<file path="src/rtl/fft_sdf_sequencer.sv">
// Control sequencer for a radix-2 single-path delay-feedback FFT pipeline.
// One enabled-cycle counter g drives every stage's butterfly select and twiddle
// address; fill/run/drain phases gate the shared pipeline enable and tag the
// bit-reversed samples leaving the last stage with their natural-order bin.
//
// Ports:
//   clk, rst_n          clock, synchronous active-low reset
//   in_valid, in_ready  sample handshake from the source
//   flush               drain request (level or pulse, latched until a frame boundary)
//   enable              pipeline advance for every stage
//   ctrl[s]             butterfly/delay select of stage s
//   address[16s+:16]    twiddle address of stage s
//   out_valid/first/last, out_index   tags for the sample leaving the last stage
//   busy                sequencer not idle
module fft_sdf_sequencer #(
  parameter int unsigned FFT_N = 1024,
  parameter int unsigned LOG2N = 10
) (
  input  logic                   clk,
  input  logic                   rst_n,
  input  logic                   in_valid,
  output logic                   in_ready,
  input  logic                   flush,
  output logic                   enable,
  output logic [LOG2N-1:0]       ctrl,
  output logic [16*LOG2N-1:0]    address,
  output logic                   out_valid,
  output logic                   out_first,
  output logic                   out_last,
  output logic [LOG2N-1:0]       out_index,
  output logic                   busy
);

  localparam logic [LOG2N-1:0] LastPos = LOG2N'(FFT_N - 1);
  localparam logic [LOG2N-1:0] One     = LOG2N'(1);

  typedef enum logic [1:0] {StIdle, StFill, StRun, StDrain} state_e;

  state_e           state_q, state_d;
  logic [LOG2N-1:0] g_q, g_d;
  logic [LOG2N-1:0] fill_q, fill_d;
  logic [LOG2N-1:0] drain_q, drain_d;
  logic             flush_pend_q, flush_pend_d;

  logic [LOG2N-1:0] fill_inc;
  logic [LOG2N-1:0] pos;
  logic [LOG2N-1:0] index_rev;
  logic             boundary;

  assign fill_inc = fill_q + One;
  // Position of the sample leaving the last stage, one ahead of g.
  assign pos      = g_q + One;
  // A pending or present flush is honoured only on a frame boundary.
  assign boundary = (flush | flush_pend_q) & (g_q == '0);

  always_ff @(posedge clk) begin
    if (!rst_n) begin
      state_q      <= StIdle;
      g_q          <= '0;
      fill_q       <= '0;
      drain_q      <= '0;
      flush_pend_q <= 1'b0;
    end else begin
      state_q      <= state_d;
      g_q          <= g_d;
      fill_q       <= fill_d;
      drain_q      <= drain_d;
      flush_pend_q <= flush_pend_d;
    end
  end

  always_comb begin
    state_d      = state_q;
    g_d          = g_q;
    fill_d       = fill_q;
    drain_d      = drain_q;
    flush_pend_d = flush_pend_q;
    in_ready     = 1'b0;
    enable       = 1'b0;
    out_valid    = 1'b0;

    unique case (state_q)
      StIdle: begin
        in_ready     = 1'b1;
        enable       = in_valid;
        flush_pend_d = 1'b0;
        g_d          = '0;
        fill_d       = '0;
        drain_d      = '0;
        if (in_valid) begin
          g_d     = One;
          fill_d  = One;
          state_d = StFill;
        end
      end
      StFill, StRun: begin
        if (boundary) begin
          // The sample offered this cycle is refused; drain starts next cycle.
          state_d      = StDrain;
          drain_d      = LastPos;
          flush_pend_d = 1'b0;
        end else begin
          in_ready     = 1'b1;
          enable       = in_valid;
          flush_pend_d = flush_pend_q | flush;
          if (enable) begin
            g_d = pos;
          end
          if (state_q == StFill && enable) begin
            fill_d = fill_inc;
            if (fill_inc == LastPos) begin
              state_d = StRun;
            end
          end
          if (state_q == StRun) begin
            out_valid = enable;
          end
        end
      end
      StDrain: begin
        enable    = 1'b1;
        out_valid = 1'b1;
        g_d       = pos;
        drain_d   = drain_q - One;
        if (drain_q == One) begin
          state_d = StIdle;
          g_d     = '0;
          drain_d = '0;
        end
      end
      default: begin
        state_d = StIdle;
      end
    endcase

    if (!rst_n) begin
      in_ready  = 1'b0;
      enable    = 1'b0;
      out_valid = 1'b0;
    end
  end

  for (genvar s = 0; s < LOG2N; s++) begin : gen_stage
    assign ctrl[s]      = g_q[LOG2N-1-s];
    assign index_rev[s] = pos[LOG2N-1-s];
    if (s < LOG2N - 1) begin : gen_addr
      assign address[16*s +: 16] = 16'(g_q[LOG2N-2-s:0]);
    end else begin : gen_addr_zero
      assign address[16*s +: 16] = '0;
    end
  end

  // Index is only meaningful with out_valid; held at zero otherwise.
  assign out_index = out_valid ? index_rev : '0;
  assign out_first = out_valid && (pos == '0);
  assign out_last  = out_valid && (pos == LastPos);
  assign busy      = (state_q != StIdle);

endmodule

</file>
<file path="config.mk">
export PLATFORM = sky130hd
export DESIGN_NAME = fft_sdf_sequencer
export DESIGN_NICKNAME = d
export VERILOG_FILES = /design/src/rtl/fft_sdf_sequencer.sv
export SDC_FILE = /design/constraint.sdc
export NUM_CORES = 1
export LEC_CHECK = 0
export CORE_UTILIZATION = 35
export DETAILED_ROUTE_END_ITERATION = 10
export MAX_ROUTING_LAYER = met4
export PLACE_DENSITY = 0.72
export SETUP_SLACK_MARGIN = 0.1
export SLEW_MARGIN = 0
export SYNTH_ARGS = -nofsm -noshare
export SYNTH_HDL_FRONTEND = slang
export SYNTH_SLANG_ARGS = --single-unit
export TNS_END_PERCENT = 1
</file>
<file path="constraint.sdc">
create_clock -name clk -period 4.1 [get_ports clk]
set_input_delay 1.025 -clock clk [delete_from_list [all_inputs] [get_ports clk]]
set_output_delay 1.025 -clock clk [all_outputs]
set_load 0.02 [all_outputs]
</file>
==> results.txt, run 1 <==
worst vdd ir: 0.000226 V
number of I/O pins: 190
DRC: 0
max_slew headroom: 37.5%
cell taking the most area after synthesis: buf_4
global-route wire length before repair: 11.9 mm
Power, Total: 2100 uW
PD cells: 544 nW/um^2
drt wl/cell: 11.8 um
Die Span Y: 104 um
Hold WS: 0.517 ns
pin count of the biggest net entering global routing: 25
die area: 10,900 um^2
Post-synth top flop: dfxtp_1
fin crit period: 3.99 ns
initial antenna violation count: 0
clock group share of total power: 15.3%
register area share after synthesis: 18.0%
critical path class: in2out
grt peak-use layer: met2
htree depth: 2
Int Pwr: 1070 uW
synth warn: 0
Final setup viols: 0
Setup Skew: 0.0108 ns
Register Area: 661 um^2
Initial DRT Pass Iterations: 4
clk_lat worst skew: 0.29 ns
Yosys top cell area share: 32.7%
routed wire length: 7.55 mm
DRT iter0 DRCs: 163
Max Slew Vio Count: 0
vias in the first global route: 2,443
nature of the critical path endpoint: output port
RSZ-0062 raised after global routing: yes
Reg clk slew, reported paths: 0.07 ns
met3 Use GR: 3.20%
core area: 10,200 um^2
via count: 3,001
RePlAce Congestion: 0.846
actual slew at the worst max-slew pin: 0.937 ns
met1 Use GR: 15.9%
Antenna Nets Post-Route: 0
Crit-path slowest cell: clkdlybuf4s50_1
synthesized instance count: 481
endpoints failing hold: 0
sw frac: 49.2%
Cell Chain, Critical Path: clkdlybuf4s50_1 -> or2_2 -> a41oi_2 -> a31oi_1 -> or3_4 -> nor3_1 -> clkdlybuf4s15_1
Seq pwr share: 21.9%
Layout Area Growth over Synthesis: 5.32%
#FFs+latches synth: 33
clock root buffer: clkbuf_8
Synth cell types: 62
Starting Density: 35.9%
clock buffer count from CTS: 5
final core occ: 37.8%
Max Fanout on Critical Path: 4
fmax: 0.251 GHz
Via density: 4.68
layout cell share with drive strength beyond 1: 8.32%
combinational power share: 62.8%
multi-input logic area: 2070 um^2
grt total ovfl: 0
Final Net Count: 521
Worst setup SP type: input port
slowest stage delay, CP: 0.43 ns
HPWL Detailed: 5.56 mm
HP Class: reg2reg
number of synthesized flops with an enable pin: 0
LEAKAGE: 0.00164 uW
clock sinks: 33
CTS tree: built
Final period util: 97.3%
IO Port Bufs: 74
Site Rows: 37
GRT Total Usage: 13.5%
Worst Path Required: 3.07 ns
Critical Path AT: 2.96 ns
synth top area cells: buf_4 33%, dfxtp_1 18%, ha_1 4.4%, nor2_1 2.6%, nand2_1 2.4%
fillers: 1,025
Longest Clk Path Bufs: 2
status: finished, final reports clean
NetSw: 1030 uW
Design Area, Final: 3860 um^2
max_cap viols: 0
Post-DP Area: 3800 um^2
Diodes inserted: 0
Die X: 104 um
async set or reset register ratio after synthesis: 0%
Synth Cell Area: 3670 um^2
M2 GR Usage: 22.7%
Post-Syn Area per Cell: 7.63 um^2
[kinds of logic after synthesis]
| kind of cell | share of synthesized area [%] |
|---|---|
| AOI/OAI and AO/OA | 18.1 |
| and+or+nand+nor | 17.9 |
| other | 0.102 |
| DFF | 18.0 |
| adders and majority gates | 4.43 |
| muxes | 0.546 |
| buffers and inverters | 37.3 |
| xor gates and xnor gates | 3.58 |
[power groups by stage]
stage | registers, uW | clock network (uW) | logic [uW]
3_3_place_gp | 459 | 0 | 1270
5_1_grt | 468 | 343 | 1440
6_report | 460 | 321 | 1320
3_5_place_dp | 465 | 0 | 1310
2_1_floorplan | 458 | 0 | 1080
4_1_cts | 458 | 327 | 1310
[layer usage]
metal | vias to the layer above | part of all wire [%]
met1 | 1384 | 43
met3 | 9 | 9.0
met2 | 173 | 47
li1 | 1435 | -
met4 | 0 | 1.4
met5 | - | 0
[Yosys cell counts, types with 3 or more instances]
library cell  number
a211oi_1           4
a21o_1             3
a21oi_1           16
a22oi_1            3
a31oi_1            9
and2_1             4
and3_1             7
buf_2              3
buf_4            160
clkbuf_1          21
dfxtp_1           33
ha_1              13
inv_1             15
nand2_1           23
nand2b_1           6
nand3_1           17
nand4_1            5
nand4b_1           4
nor2_1            25
nor3_1            10
nor4_1             7
o21a_1             3
o21ai_0           11
o221ai_1           4
o22ai_1            6
o31ai_1            3
or3_1              8
xnor2_1            9
xor2_1             6
[cell type report]
| cell class | count | share of cell area (%) |
|---|---|---|
| flip-flops and latches | 33 | 17.1 |
| repair buffers | 87 | 20.2 |
| multi-input cells | 360 | 53.6 |
| well taps | 136 | 4.40 |
| clock inverters | 1 | 0.777 |
| inverters | 17 | 1.65 |
| clock buffers | 7 | 2.23 |
[repair_timing]
item | 4_1_cts | 5_1_grt
hold buffers | 0 | 0
buffers inserted | 0 | 0
hold endpoints to repair | 0 | 0
endpoints found under the setup margin | 15 | 14
resized for setup | 19 | 30
[sequential cells by signal, indices dropped and copies added (netlist names)]
register      flops
fill_q           10
g_q              10
flush_pend_q      1
state_q           2
drain_q          10
[cell usage in the layout (no fill, tap or decap), types with 3 or more instances in the layout]
cell	n
a211oi_1	4
a21o_1	3
a21oi_1	16
a22oi_1	3
a31oi_1	9
and2_1	4
and3_1	7
buf_2	5
buf_4	14
clkbuf_2	6
clkbuf_8	6
clkdlybuf4s50_1	59
conb_1	115
dfxtp_1	33
ha_1	13
inv_1	15
nand2_1	23
nand2b_1	6
nand3_1	17
nand4_1	5
nand4b_1	4
nor2_1	25
nor3_1	10
nor4_1	7
o21a_1	3
o21ai_0	11
o221ai_1	4
o22ai_1	6
o31ai_1	3
or3_1	7
xnor2_1	9
xor2_1	6
[critical path, delay by kind of cell]
kind / cells / cell delay (ns)
buffers and inverters: 2 / 0.76
AND/OR/NAND/NOR: 3 / 0.87
AO/OA/AOI/OAI: 2 / 0.32
[through the flow]
step | TNS [ns] | instances | setup slack [ns]
6_report | 0 | 641 | 0.112
5_1_grt | 0 | 641 | 0.00752
4_1_cts | 0 | 641 | 0.00957
3_5_place_dp | -3.16 | 633 | -0.287
3_3_place_gp | -2.75 | 633 | -0.271
2_1_floorplan | 0 | 595 | 0.182
[final timing paths]
kind | endpoint | cells past startpoint | start | slack [ns]
min reg2reg | fill_q[8]$_SDFFE_PN0P_ | 1 | fill_q[8]$_SDFFE_PN0P_ | 0.52
max reg2reg | drain_q[8]$_SDFFE_PN0N_ | 7 | state_q[1]$_SDFFE_PN0P_ | 1.48
min | fill_q[8]$_SDFFE_PN0P_ | 1 | fill_q[8]$_SDFFE_PN0P_ | 0.52
max | out_first | 7 | flush | 0.11
No activity file was read; power rests on OpenSTA's default activity.
==> run 2, diff against run 1 <==
--- a/config.mk
+++ b/config.mk
@@ -6,9 +6,11 @@
 export NUM_CORES = 1
 export LEC_CHECK = 0
 export CORE_UTILIZATION = 35
+export CTS_CLUSTER_DIAMETER = 40
 export DETAILED_ROUTE_END_ITERATION = 10
 export MAX_ROUTING_LAYER = met4
 export PLACE_DENSITY = 0.72
+export RECOVER_POWER = 25
 export SETUP_SLACK_MARGIN = 0.1
 export SLEW_MARGIN = 0
 export SYNTH_ARGS = -nofsm -noshare
==> run 2 against run 1 <==
Net effect: non-clock buffer count unchanged; clock power about the same; largest power group unchanged; power is 1.8% lower; design area fell by 0.39%.
==> results.txt, run 2 (synthesis gave the netlist of run 1 again) <==
layout cell share with drive strength beyond 1: 7.72%
CP Launch Point: flush
Min-Delay Startpoint: fill_q[8]$_SDFFE_PN0P_
HP Class: reg2reg
final core occ: 37.6%
fin crit period: 3.98 ns
max_slew headroom: 37.6%
RePlAce Congestion: 0.846
clock root buffer: clkbuf_8
number of I/O pins: 190
CTS tree: built
initial antenna violation count: 0
vias in the first global route: 2,443
endpoints failing hold: 0
fmax: 0.251 GHz
Reg clk slew, reported paths: 0.06 ns
Diodes inserted: 0
Max Slew Vio Count: 0
Final setup viols: 0
Post-Layout Cell Count: 641
GRT Total Usage: 13.5%
max_cap viols: 0
HPWL Detailed: 5.56 mm
Via density: 4.68
setup slack, reg-to-reg: 1.23 ns
commonest cells after routing, fill and taps aside: 115 x conb_1, 37 x clkdlybuf4s50_1, 33 x dfxtp_1, 25 x nor2_1, 23 x nand2_1
DRC: 0
RSZ-0062 raised after global routing: yes
Max Fanout on Critical Path: 4
RR Endpoint: fill_q[7]$_SDFFE_PN0P_
Worst Path Required: 3.07 ns
Die X: 104 um
status: finished, final reports clean
clk_lat worst skew: 0.29 ns
hold depth: 1
worst vdd ir: 0.000221 V
grt total ovfl: 0
Layout Area Growth over Synthesis: 4.91%
Place WS: -0.287 ns
Hold EP: fill_q[8]$_SDFFE_PN0P_
clock sinks: 33
nature of the critical path endpoint: output port
Hold WS: 0.515 ns
pin count of the biggest net entering global routing: 25
Power, Total: 2060 uW
Placed Instances: 633
LEAKAGE: 0.00170 uW
htree depth: 2
Final period util: 97.1%
biggest regs: drain_q x10, fill_q x10, g_q x10
die area: 10,900 um^2
core area: 10,200 um^2
PnR worst setup slack: 0.117 ns
Worst setup SP type: input port
routed wire length: 7.52 mm
DRT iter0 DRCs: 136
Longest Clk Path Bufs: 2
via count: 2,997
Critical Path AT: 2.96 ns
global-route wire length before repair: 11.9 mm
FF-to-FF path depth: 6
Die Span Y: 104 um
drt wl/cell: 11.7 um
Antenna Nets Post-Route: 0
RR Startpoint: g_q[6]$_SDFFE_PN0P_
PD cells: 536 nW/um^2
Final Net Count: 521
Site Rows: 37
actual slew at the worst max-slew pin: 0.936 ns
Setup Skew: 0.0103 ns
most common cell after layout, fill and taps aside: conb_1
IO Port Bufs: 74
Initial DRT Pass Iterations: 4
critical path class: in2out
fillers: 1,027
clock buffer count from CTS: 5
Starting Density: 35.9%
[run 2: changes by cell type in the layout (fill, tap and decap cells not counted), sizes merged]
| cell | change |
|---|---|
| clkbuf | +2 |
| buf | -2 |
| dlygate4sd3 | +22 |
| clkdlybuf4s50 | -22 |
[run 2: repair_timing]
item / CTS / global route
gates resized for setup: 19 / 30
pin swaps: 0 / 0
endpoints found under the setup margin: 15 / 14
hold buffers: 0 / 0
setup buffers: 0 / 0
[run 2: final cells by class]
type	instances	area [um^2]	area share (%)
Inverter	17	63.8	1.66
Tap cell	136	170	4.42
Clock inverter	1	30.0	0.780
Sequential cell	33	661	17.2
Clock buffer	7	86.3	2.24
Timing Repair Buffer	87	774	20.1
Multi-Input combinational cell	360	2060	53.6
[run 2: layer usage]
metal  GRT usage, %  vias up  wire length (um)
met5              -        -                 0
met1           15.9     1385              3180
met4           4.18        0               102
met2           22.7      166              3570
met3           3.20        9               668
li1               -     1437                 -
[run 2: metrics by stage]
| step | cell area, um^2 | setup TNS, ns |
|---|---|---|
| floorplan | 4100 | 0 |
| global placement | 3800 | -2.75 |
| detailed placement | 3800 | -3.16 |
| CTS | 3900 | 0 |
| global route | 3850 | 0 |
| finish | 3850 | 0 |
[run 2: how the worst max path moves through the flow]
stage / end / slack (ns)
floorplan: out_last / 0.18
global placement: out_last / -0.27
detailed placement: out_last / -0.29
CTS: out_index[7] / 0.01
global route: out_first / 0.009
finish: out_first / 0.12
[run 2: worst max-delay path, stage by stage]
cell             delay, ns
clkdlybuf4s50_1       0.43
or2_2                 0.30
a41oi_2               0.20
a31oi_1               0.11
or3_4                 0.36
nor3_1                0.20
clkdlybuf4s15_1       0.33
[run 2: power by group]
part / internal [uW] / leakage [uW] / switching (uW) / total (uW)
sequential: 384 / 0.000268 / 75.0 / 459
combinational: 460 / 0.00137 / 825 / 1280
clock: 198 / 0.0000585 / 122 / 320
